[src/rtl/uart_pkg.sv]
// Shared types and constants for the wireless command-link UART endpoint.
package uart_pkg;

  typedef enum logic [1:0] {
    RX_IDLE,
    RX_START,
    RX_DATA,
    RX_STOP
  } rx_state_t;

  typedef enum logic [1:0] {
    TX_IDLE,
    TX_START,
    TX_DATA,
    TX_STOP
  } tx_state_t;

  typedef enum logic [1:0] {
    FRM_B0,
    FRM_B1,
    FRM_B2
  } frame_state_t;

  localparam logic [7:0]  RESP_ACK    = 8'hA5;
  localparam int unsigned FRAME_BYTES = 3;

endpackage

[src/rtl/uart_wrapper_if.sv]
// Command/response handshake between the UART endpoint and the command decoder.
interface uart_wrapper_if;

  logic [7:0]  cmd;
  logic [15:0] data;
  logic        cmd_rdy;
  logic        clr_cmd_rdy;
  logic [7:0]  resp;
  logic        send_resp;
  logic        resp_sent;

  // Endpoint side: presents frames, accepts responses.
  modport slave (
    output cmd, data, cmd_rdy, resp_sent,
    input  clr_cmd_rdy, resp, send_resp
  );

  // Decoder side: consumes frames, issues responses.
  modport master (
    input  cmd, data, cmd_rdy, resp_sent,
    output clr_cmd_rdy, resp, send_resp
  );

endinterface

[src/rtl/uart_wrapper_uart.sv]
// Byte-level 8N1 transceiver: independent receive and transmit engines.
module uart
  import uart_pkg::*;
#(
  parameter int BAUD_DIV = 2604
) (
  input  logic       clk,
  input  logic       rst_n,
  input  logic       RX,
  output logic       TX,
  output logic [7:0] rx_data,
  output logic       rx_rdy,
  output logic       rx_err,
  input  logic [7:0] tx_data,
  input  logic       trmt,
  output logic       tx_done
);

  localparam logic [11:0] BIT_RELOAD  = 12'(BAUD_DIV - 1);
  localparam logic [11:0] HALF_RELOAD = 12'(BAUD_DIV / 2 - 1);

  // ---------------------------------------------------------------- RX
  rx_state_t   rx_state, rx_state_nxt;
  logic        rx_meta, rx_sync, rx_prev;
  logic [11:0] rx_cnt;
  logic [2:0]  rx_bits;
  logic [7:0]  rx_shift;
  logic        rx_fall, rx_tick;
  logic        rx_load_half, rx_load_full, rx_sample, rx_stop_ok, rx_stop_bad;

  assign rx_fall = rx_prev & ~rx_sync;
  assign rx_tick = (rx_cnt == '0);
  assign rx_data = rx_shift;

  // Two-flop synchroniser plus one delay stage for falling-edge detection.
  always_ff @(posedge clk) begin
    if (!rst_n) begin
      rx_meta <= 1'b1;
      rx_sync <= 1'b1;
      rx_prev <= 1'b1;
    end else begin
      rx_meta <= RX;
      rx_sync <= rx_meta;
      rx_prev <= rx_sync;
    end
  end

  // Receive state register.
  always_ff @(posedge clk) begin
    if (!rst_n) rx_state <= RX_IDLE;
    else        rx_state <= rx_state_nxt;
  end

  // Receive next-state and control strobes.
  always_comb begin
    rx_state_nxt = rx_state;
    rx_load_half = 1'b0;
    rx_load_full = 1'b0;
    rx_sample    = 1'b0;
    rx_stop_ok   = 1'b0;
    rx_stop_bad  = 1'b0;
    case (rx_state)
      RX_IDLE: begin
        if (rx_fall) begin
          rx_state_nxt = RX_START;
          rx_load_half = 1'b1;
        end
      end
      RX_START: begin
        if (rx_tick) begin
          if (rx_sync) begin
            rx_state_nxt = RX_IDLE;
          end else begin
            rx_state_nxt = RX_DATA;
            rx_load_full = 1'b1;
          end
        end
      end
      RX_DATA: begin
        if (rx_tick) begin
          rx_sample    = 1'b1;
          rx_load_full = 1'b1;
          if (rx_bits == 3'd7) rx_state_nxt = RX_STOP;
        end
      end
      RX_STOP: begin
        if (rx_tick) begin
          rx_state_nxt = RX_IDLE;
          if (rx_sync) rx_stop_ok  = 1'b1;
          else         rx_stop_bad = 1'b1;
        end
      end
      default: rx_state_nxt = RX_IDLE;
    endcase
  end

  // Receive bit timing, bit count and LSB-first shift register.
  always_ff @(posedge clk) begin
    if (!rst_n) begin
      rx_cnt   <= '0;
      rx_bits  <= '0;
      rx_shift <= '0;
      rx_rdy   <= 1'b0;
      rx_err   <= 1'b0;
    end else begin
      rx_rdy <= rx_stop_ok;
      rx_err <= rx_stop_bad;
      if (rx_load_half)      rx_cnt <= HALF_RELOAD;
      else if (rx_load_full) rx_cnt <= BIT_RELOAD;
      else if (!rx_tick)     rx_cnt <= rx_cnt - 12'd1;
      if (rx_load_half)      rx_bits <= '0;
      else if (rx_sample)    rx_bits <= rx_bits + 3'd1;
      if (rx_sample)         rx_shift <= {rx_sync, rx_shift[7:1]};
    end
  end

  // ---------------------------------------------------------------- TX
  tx_state_t   tx_state, tx_state_nxt;
  logic [11:0] tx_cnt;
  logic [2:0]  tx_bits;
  logic [9:0]  tx_shift;
  logic        tx_tick, tx_load, tx_step, tx_finish;

  assign tx_tick = (tx_cnt == '0);
  // The whole frame {stop, data, start} is shifted out; bit 0 is the line.
  assign TX      = tx_shift[0];

  // Transmit state register.
  always_ff @(posedge clk) begin
    if (!rst_n) tx_state <= TX_IDLE;
    else        tx_state <= tx_state_nxt;
  end

  // Transmit next-state and control strobes; requests while busy are dropped.
  always_comb begin
    tx_state_nxt = tx_state;
    tx_load      = 1'b0;
    tx_step      = 1'b0;
    tx_finish    = 1'b0;
    case (tx_state)
      TX_IDLE: begin
        if (trmt) begin
          tx_state_nxt = TX_START;
          tx_load      = 1'b1;
        end
      end
      TX_START: begin
        if (tx_tick) begin
          tx_step      = 1'b1;
          tx_state_nxt = TX_DATA;
        end
      end
      TX_DATA: begin
        if (tx_tick) begin
          tx_step = 1'b1;
          if (tx_bits == 3'd7) tx_state_nxt = TX_STOP;
        end
      end
      TX_STOP: begin
        if (tx_tick) begin
          tx_step      = 1'b1;
          tx_finish    = 1'b1;
          tx_state_nxt = TX_IDLE;
        end
      end
      default: tx_state_nxt = TX_IDLE;
    endcase
  end

  // Transmit bit timing, shift register and completion flag.
  always_ff @(posedge clk) begin
    if (!rst_n) begin
      tx_cnt   <= '0;
      tx_bits  <= '0;
      tx_shift <= '1;
      tx_done  <= 1'b0;
    end else begin
      if (tx_load) begin
        tx_cnt   <= BIT_RELOAD;
        tx_bits  <= '0;
        tx_shift <= {1'b1, tx_data, 1'b0};
      end else if (tx_state != TX_IDLE) begin
        tx_cnt <= tx_tick ? BIT_RELOAD : tx_cnt - 12'd1;
        if (tx_step) tx_shift <= {1'b1, tx_shift[9:1]};
        if (tx_step && tx_state == TX_DATA) tx_bits <= tx_bits + 3'd1;
      end
      if (tx_load)        tx_done <= 1'b0;
      else if (tx_finish) tx_done <= 1'b1;
    end
  end

endmodule

[src/rtl/uart_wrapper.sv]
// Copter-side command-link endpoint: assembles 3-byte command frames and
// sends 1-byte responses over an 8N1 UART.
module uart_wrapper
  import uart_pkg::*;
#(
  parameter int BAUD_DIV = 2604
) (
  input  logic           clk,
  input  logic           rst_n,
  input  logic           RX,
  output logic           TX,
  uart_wrapper_if.slave  cmd_if
);

  logic [7:0]   rx_data;
  logic         rx_rdy, rx_err, tx_done;
  frame_state_t frm_state, frm_nxt;
  logic [7:0]   cmd_shadow, hi_shadow;
  logic [7:0]   cmd_q;
  logic [15:0]  data_q;
  logic         cmd_rdy_q;
  logic         frame_done, frame_first;

  uart #(.BAUD_DIV(BAUD_DIV)) u_uart (
    .clk     (clk),
    .rst_n   (rst_n),
    .RX      (RX),
    .TX      (TX),
    .rx_data (rx_data),
    .rx_rdy  (rx_rdy),
    .rx_err  (rx_err),
    .tx_data (cmd_if.resp),
    .trmt    (cmd_if.send_resp),
    .tx_done (tx_done)
  );

  assign cmd_if.cmd       = cmd_q;
  assign cmd_if.data      = data_q;
  assign cmd_if.cmd_rdy   = cmd_rdy_q;
  assign cmd_if.resp_sent = tx_done;

  // Frame assembler state register.
  always_ff @(posedge clk) begin
    if (!rst_n) frm_state <= FRM_B0;
    else        frm_state <= frm_nxt;
  end

  // Frame assembler next state; a framing error restarts at byte 0.
  always_comb begin
    frm_nxt     = frm_state;
    frame_done  = 1'b0;
    frame_first = 1'b0;
    if (rx_err) begin
      frm_nxt = FRM_B0;
    end else if (rx_rdy) begin
      case (frm_state)
        FRM_B0: begin
          frame_first = 1'b1;
          frm_nxt     = FRM_B1;
        end
        FRM_B1: frm_nxt = FRM_B2;
        FRM_B2: begin
          frame_done = 1'b1;
          frm_nxt    = FRM_B0;
        end
        default: frm_nxt = FRM_B0;
      endcase
    end
  end

  // Shadow bytes and output registers; outputs move only on a whole frame.
  always_ff @(posedge clk) begin
    if (!rst_n) begin
      cmd_shadow <= '0;
      hi_shadow  <= '0;
      cmd_q      <= '0;
      data_q     <= '0;
      cmd_rdy_q  <= 1'b0;
    end else begin
      if (rx_rdy && frm_state == FRM_B0) cmd_shadow <= rx_data;
      if (rx_rdy && frm_state == FRM_B1) hi_shadow  <= rx_data;
      if (frame_done) begin
        cmd_q  <= cmd_shadow;
        data_q <= {hi_shadow, rx_data};
      end
      // Completion takes priority over an acknowledge in the same cycle.
      if (frame_done)                               cmd_rdy_q <= 1'b1;
      else if (cmd_if.clr_cmd_rdy || frame_first)   cmd_rdy_q <= 1'b0;
    end
  end

endmodule

[src/flat_wrapper.sv]
// flat-port wrapper written by rule: the top's interface ports become plain ports
module uart_wrapper_flat import uart_pkg::*;
#(
  parameter int BAUD_DIV = 2604
)
  (clk, rst_n, RX, TX, cmd_if_cmd, cmd_if_data, cmd_if_cmd_rdy, cmd_if_resp_sent, cmd_if_clr_cmd_rdy, cmd_if_resp, cmd_if_send_resp);
  uart_wrapper_if cmd_if_i ();
  input  logic clk;
  input  logic rst_n;
  input  logic RX;
  output logic TX;
  output wire logic [$bits(cmd_if_i.cmd)-1:0] cmd_if_cmd;
  output wire logic [$bits(cmd_if_i.data)-1:0] cmd_if_data;
  output wire logic [$bits(cmd_if_i.cmd_rdy)-1:0] cmd_if_cmd_rdy;
  output wire logic [$bits(cmd_if_i.resp_sent)-1:0] cmd_if_resp_sent;
  input wire logic [$bits(cmd_if_i.clr_cmd_rdy)-1:0] cmd_if_clr_cmd_rdy;
  input wire logic [$bits(cmd_if_i.resp)-1:0] cmd_if_resp;
  input wire logic [$bits(cmd_if_i.send_resp)-1:0] cmd_if_send_resp;
  assign cmd_if_cmd = cmd_if_i.cmd;
  assign cmd_if_data = cmd_if_i.data;
  assign cmd_if_cmd_rdy = cmd_if_i.cmd_rdy;
  assign cmd_if_resp_sent = cmd_if_i.resp_sent;
  assign cmd_if_i.clr_cmd_rdy = cmd_if_clr_cmd_rdy;
  assign cmd_if_i.resp = cmd_if_resp;
  assign cmd_if_i.send_resp = cmd_if_send_resp;
  uart_wrapper #(.BAUD_DIV(BAUD_DIV)) u_core (.clk(clk), .rst_n(rst_n), .RX(RX), .TX(TX), .cmd_if(cmd_if_i));
endmodule
[config.mk]
export PLATFORM = sky130hd
export DESIGN_NAME = uart_wrapper_flat
export DESIGN_NICKNAME = d
export VERILOG_FILES = /design/src/rtl/uart_pkg.sv /design/src/rtl/uart_wrapper_if.sv /design/src/rtl/uart_wrapper_uart.sv /design/src/rtl/uart_wrapper.sv /design/src/flat_wrapper.sv
export SDC_FILE = /design/constraint.sdc
export NUM_CORES = 1
export LEC_CHECK = 0
export ABC_AREA = 1
export CAP_MARGIN = 10
export CELL_PAD_IN_SITES_DETAIL_PLACEMENT = 2
export CELL_PAD_IN_SITES_GLOBAL_PLACEMENT = 2
export CORE_MARGIN = 10
export CORE_UTILIZATION = 37
export DETAILED_ROUTE_END_ITERATION = 7
export GPL_TIMING_DRIVEN = 0
export PLACE_DENSITY_LB_ADDON = 0.1
export SLEW_MARGIN = 20
export SYNTH_ARGS = -nofsm -noshare
export SYNTH_HDL_FRONTEND = slang
export SYNTH_SLANG_ARGS = --single-unit
export TNS_END_PERCENT = 10
[constraint.sdc]
create_clock -name clk -period 2.9 [get_ports clk]
set_input_delay 0.435 -clock clk [delete_from_list [all_inputs] [get_ports clk]]
set_output_delay 0.435 -clock clk [all_outputs]
set_load 0.03 [all_outputs]
* Word level (Yosys, flattened, before mapping)
Index checks and enable logic that the tools add are counted.
** Cells by class
- Bitwise logic cells :: 3
- Add/sub/neg operators :: 4
- Reductions and logical operators :: 24
- Eq/ne operators :: 22
- Mux-type cells :: 44
** Operators by type and width (count)
- $mux W12 :: 5
- $mux W9 :: 3
- $logic_not A12 Y1 :: 2
- $sub A12 B1 Y12 const B :: 2
- $mux W2 :: 11
- $mux W1 :: 20
- $ne A2 B2 Y1 const B :: 10
- $pmux W2 S4 :: 2
- $mux W11 :: 1
- $eq A2 B2 Y1 const B :: 5
- $reduce_and A5 Y1 :: 2
- $reduce_bool A2 Y1 :: 4
- $add A3 B1 Y3 const B :: 2
- $eq A2 B1 Y1 const B :: 3
- $eq A3 B3 Y1 const B :: 2
- $logic_not A2 Y1 :: 3
- $reduce_and A2 Y1 :: 3
- $reduce_or A2 Y1 :: 3
- $reduce_or A3 Y1 :: 2
- $pmux W2 S2 :: 1
- $logic_and A1 B1 Y1 :: 3
- $ne A3 B1 Y1 const B :: 1
- $reduce_and A3 Y1 :: 1
- $ne A2 B1 Y1 const B :: 1
- 4 further kinds :: 5
** Word-level totals
- Register bits :: 100

* Depth between registers and ports, before layout
- Word-level depth :: 7
- Depth in mapped cells :: 11
- Mapped depth without buffers :: 10

* Cells and area by module
A second synthesis with hierarchy kept.
** Second synthesis, totals
- Cell total of the unflattened synthesis :: 652
- Area, all modules :: 4682.0 µm²
** By module, submodules not included
- uart :: area each 2869.0 µm², cells an instance 389, times used 1, sequential area each 1141.1 µm²
- uart_wrapper :: area each 1813.0 µm², cells an instance 263, times used 1, sequential area each 860.8 µm²

* Least setup slack after synthesis
OpenSTA, ideal clock, no wires.
- Path type :: reg-to-reg
- From :: register u_core.u_uart.rx_state[0]
- To :: register with a tool-made name
- Setup time :: 128 ps
- Data required time :: 2772 ps
- Path slack :: 1373 ps
- Data arrival time :: 1399 ps
- Buffers on the path :: 0
- Stages on the path, launching flop included :: 9
- Cell sequence :: dfxtp_1 -> inv_1 -> ha_1 -> inv_2 -> nor2_1 -> a21oi_1 -> nand4_1 -> nand2_1 -> nor2_1
** RTL lines
- start, declared :: line uart_wrapper_uart.sv:23 : rx_state_t rx_state, rx_state_nxt;
- start signal, assigned :: line uart_wrapper_uart.sv:51 : else rx_state <= rx_state_nxt;

==> flow_metrics.py <==
metrics = {
    "global_route": {
        "grtUsageMet3_pct": 2.62,
        "grt_pass1_wl_um": 22300,
        "antenna_found_initial": 0,
        "grt_pass1_vias": 4423,
        "use_met2_pct": 31.0,
        "grt_max_degree": 17,
        "grt_overflow": 0,
        "gr-usage-met1_pct": 18.5,
        "track_usage_pct": 16.6,
        "top_usage_layer": "met2",
    },
    "synthesis": {
        "synth.mux.area_fraction_pct": 0,
        "synth_top_family_by_area": "simple AND/OR/NAND/NOR gates",
        "synth_xor_area_share_pct": 2.14,
        "avgSynthCellArea_um2": 8.24,
        "synth.distinct_cells": 42,
        "yosys.area_share.adder_pct": 4.16,
        "synthCells": 547,
        "yosysWarnings": 0,
        "synth_seq_area_share_pct": 44.4,
        "synthSimpleGateAreaFrac_pct": 27.1,
        "syn_nets": 575,
        "synth_compound_area_share_pct": 15.0,
        "synth_area_um2": 4510,
        "synth_seq_cells": 100,
    },
    "floorplan": {
        "die_h_um": 130,
        "fp.coreArea_um2": 12000,
        "initial_core_util_pct": 37.7,
        "die_w_um": 130,
        "ios": 40,
        "rows": 40,
        "die_area_um2": 17000,
    },
    "worst_setup_path": {
        "cp-end-kind": "register",
        "cp_max_fo": 10,
        "r2r_cells": 8,
        "cpPeakStageDelay_ps": 600,
        "timing.rr.end": "u_core.u_uart.tx_state[0]",
        "cp.required_ps": 3180,
        "worst_path_max_delay_cell": "clkdlybuf4s50_1",
        "r2r_slack_ps": 1030,
        "regToRegStartpoint": "u_core.u_uart.tx_state[0]",
        "arrival_ps": 2180,
        "crit_chain": "clkdlybuf4s50_1 > buf_2 > clkbuf_1 > o21ai_0 > a21oi_1",
        "start_kind": "primary input",
        "crit_type": "in -> reg",
    },
    "timing": {
        "hold_viol": 0,
        "fin_crit_ps": 1900,
        "max_freq_ghz": 0.527,
        "timing.final.max_slew_violations": 0,
        "slew_headroom_pct": 57.7,
        "worstMarginPinSlew_ps": 634,
        "min_period_over_period_pct": 65.4,
        "finClkSkew_ps": 7.75,
        "rsz0062_at_grt": "false",
        "setup_tns_ps": 0,
        "setup_viol": 0,
    },
    "clock_tree": {
        "htree_levels": 3,
        "clock-root-buffer": "clkbuf_16",
        "cts_resized": 0,
        "clk_pin_slew_ps": 70,
        "cts_buffers": 9,
        "clock-sinks": 100,
        "cts_setup_buffers": 0,
        "clockBufferDepth": 2,
        "ctsHoldBuffers": 0,
        "clock_latency_ps": 350,
        "cts_tree": "done",
    },
    "placed_design": {
        "dpl.hpwl_um": 9850,
        "port_buffers": 38,
        "placed_cells": 732,
        "place_congestion": 0.791,
    },
    "power_and_ir_drop": {
        "power_uw": 5250,
        "p_comb_share_pct": 41.1,
        "p_sw_share_pct": 41.3,
        "ir_drop_uv": 403,
        "p_int_uw": 3080,
        "netSwitchingPower_uw": 2170,
        "pwr-share-seq_pct": 33.5,
        "powerDensity_nw_per_um2": 973,
        "clkPwrFrac_pct": 25.4,
        "leakagePower_uw": 0.00219,
    },
    "routing": {
        "antenna_left": 0,
        "avgRoutedWirePerCell_um": 17.6,
        "drc": 0,
        "vias": 3893,
        "drt_wl_total_um": 13200,
        "drtIter0Drc": 140,
        "first_pass_iters": 4,
        "vias_per_cell": 5.21,
    },
    "layout": {
        "final_util_pct": 45.1,
        "final-instance-count-excl-fill": 747,
        "syn_to_final_growth_pct": 19.7,
        "num_antenna_cells": 0,
        "drive_above_1_share_pct": 14.2,
        "nNetsFinal": 624,
    },
    "hold_path": {
        "worstHoldEndpoint": "u_core.u_uart.rx_sync",
        "whs_path_depth": 1,
        "worstHoldPathType": "reg -> reg",
        "min_from": "u_core.u_uart.rx_meta",
    },
    "flow_run": {
        "maxCapViolations": 0,
    },
    "status": {
        "outcome": "completed",
    },
}
==> per-layer routing <==
metal | vias up | wire, um
li1 | 1915 | -
met1 | 1921 | 5630
met2 | 40 | 6950
met3 | 17 | 363
met4 | 0 | 238
met5 | - | 0
==> logic make-up after synthesis <==
| family | count (synthesis) |
|---|---|
| XOR/XNOR | 11 |
| adder cells (fa/ha/maj) | 15 |
| AO/OA/AOI/OAI | 125 |
| flip-flops | 100 |
| AND/OR/NAND/NOR | 219 |
| buffers and inverters | 77 |
==> layout make-up <==
cell class | instances | area, um^2
multi-input combinational | 370 | 2190
timing repair buffer | 38 | 380
buffer | 19 | 100
fill | 1365 | 6570
clock inverter | 5 | 82.6
clock buffer | 10 | 239
tap | 147 | 184
sequential | 100 | 2000
inverter | 58 | 220
==> cell usage in the layout, fill, tap and decap left out, types with 7 or more instances in the layout <==
cell             count
inv_2                9
inv_1               47
a21oi_2              9
clkbuf_16            9
ha_1                15
nand4_1             20
dfxtp_1            100
o21ai_1             11
nand2_4              7
o21ai_0             45
nor2_1              53
clkdlybuf4s50_1     38
nand2_1             68
clkbuf_1             7
buf_2                8
nor2_4               7
a21oi_1             55
xor2_1               9
nand3_1             32
==> power by group through the flow <==
stage                     sequential [uW]  combinational [uW]  clock (uW)
after global placement               1780                2050           0
final                                1760                2150        1330
after global routing                 1790                2430        1420
after floorplan                      1750                1690           0
after CTS                            1760                2190        1360
after detailed placement             1790                2150           0
==> registers in the layout, summed over array words and instances (netlist names), 2 cells and up, named ones only <==
name                    flops
u_core.cmd_shadow           8
u_core.u_uart.rx_cnt       12
u_core.frm_state            2
u_core.u_uart.tx_shift      9
u_core.u_uart.rx_data       8
u_core.cmd_if.data         16
u_core.hi_shadow            8
u_core.u_uart.tx_bits       3
u_core.u_uart.tx_cnt       12
u_core.cmd_if.cmd           8
u_core.u_uart.rx_bits       3
u_core.u_uart.tx_state      2
==> stage by stage <==
stage          instance area (um^2)  hold slack, ps  setup slack, ps
6_report                       5390             442             1000
3_3_place_gp                   5070             396              718
5_1_grt                        5390             464              805
2_1_floorplan                  4510             393             1370
4_1_cts                        5390             446              969
3_5_place_dp                   5070             414              643
==> worst max-delay path: cells and delay by family <==
kind,cells,cell delay (ps)
compound gates,2,380
buf+inv,3,1360
==> cell usage after synthesis <==
cell type | number | share of area, %
a221oi_1 | 1 | 0.19
dfxtp_1 | 100 | 44
nand2_4 | 7 | 1.7
o211ai_1 | 1 | 0.17
buf_4 | 1 | 0.17
nor2_1 | 53 | 4.4
a21boi_2 | 1 | 0.25
nand3b_1 | 1 | 0.17
inv_1 | 47 | 3.9
nand4_1 | 20 | 2.8
buf_6 | 2 | 0.50
clkbuf_1 | 7 | 0.58
inv_2 | 9 | 0.75
nand3_1 | 32 | 3.6
or2_0 | 1 | 0.14
xnor2_1 | 2 | 0.39
buf_2 | 8 | 0.89
nor3_1 | 1 | 0.11
o31a_1 | 1 | 0.19
or2_2 | 4 | 0.56
o21bai_1 | 1 | 0.17
ha_1 | 15 | 4.2
clkinv_1 | 1 | 0.083
xor2_1 | 9 | 1.7
nor4_1 | 2 | 0.28
nor3b_1 | 2 | 0.33
inv_4 | 1 | 0.14
a21oi_1 | 55 | 6.1
nand2_1 | 68 | 5.7
nor2_4 | 7 | 1.7
buf_1 | 1 | 0.083
o21ai_1 | 11 | 1.2
nand2_2 | 3 | 0.42
nand3_2 | 5 | 1.1
nand2_8 | 1 | 0.44
nor2_2 | 5 | 0.69
o21ai_0 | 45 | 5.0
nand3_4 | 1 | 0.39
nor3_4 | 1 | 0.36
nand4_4 | 1 | 0.47
a21oi_2 | 9 | 1.7
nor2_8 | 4 | 1.8
==> how the worst max path moves through the flow <==
stage / start / end / slack, ps
after floorplan: u_core.u_uart.rx_state[0] / register / 1370
after global placement: rst_n / u_core.cmd_if.data[15] / 720
after detailed placement: rst_n / u_core.cmd_if.data[12] / 640
after CTS: rst_n / u_core.cmd_if.data[12] / 970
after global routing: rst_n / u_core.cmd_if.data[12] / 800
final: rst_n / u_core.cmd_if.data[12] / 1000
Power figures use the tool's default switching activity.
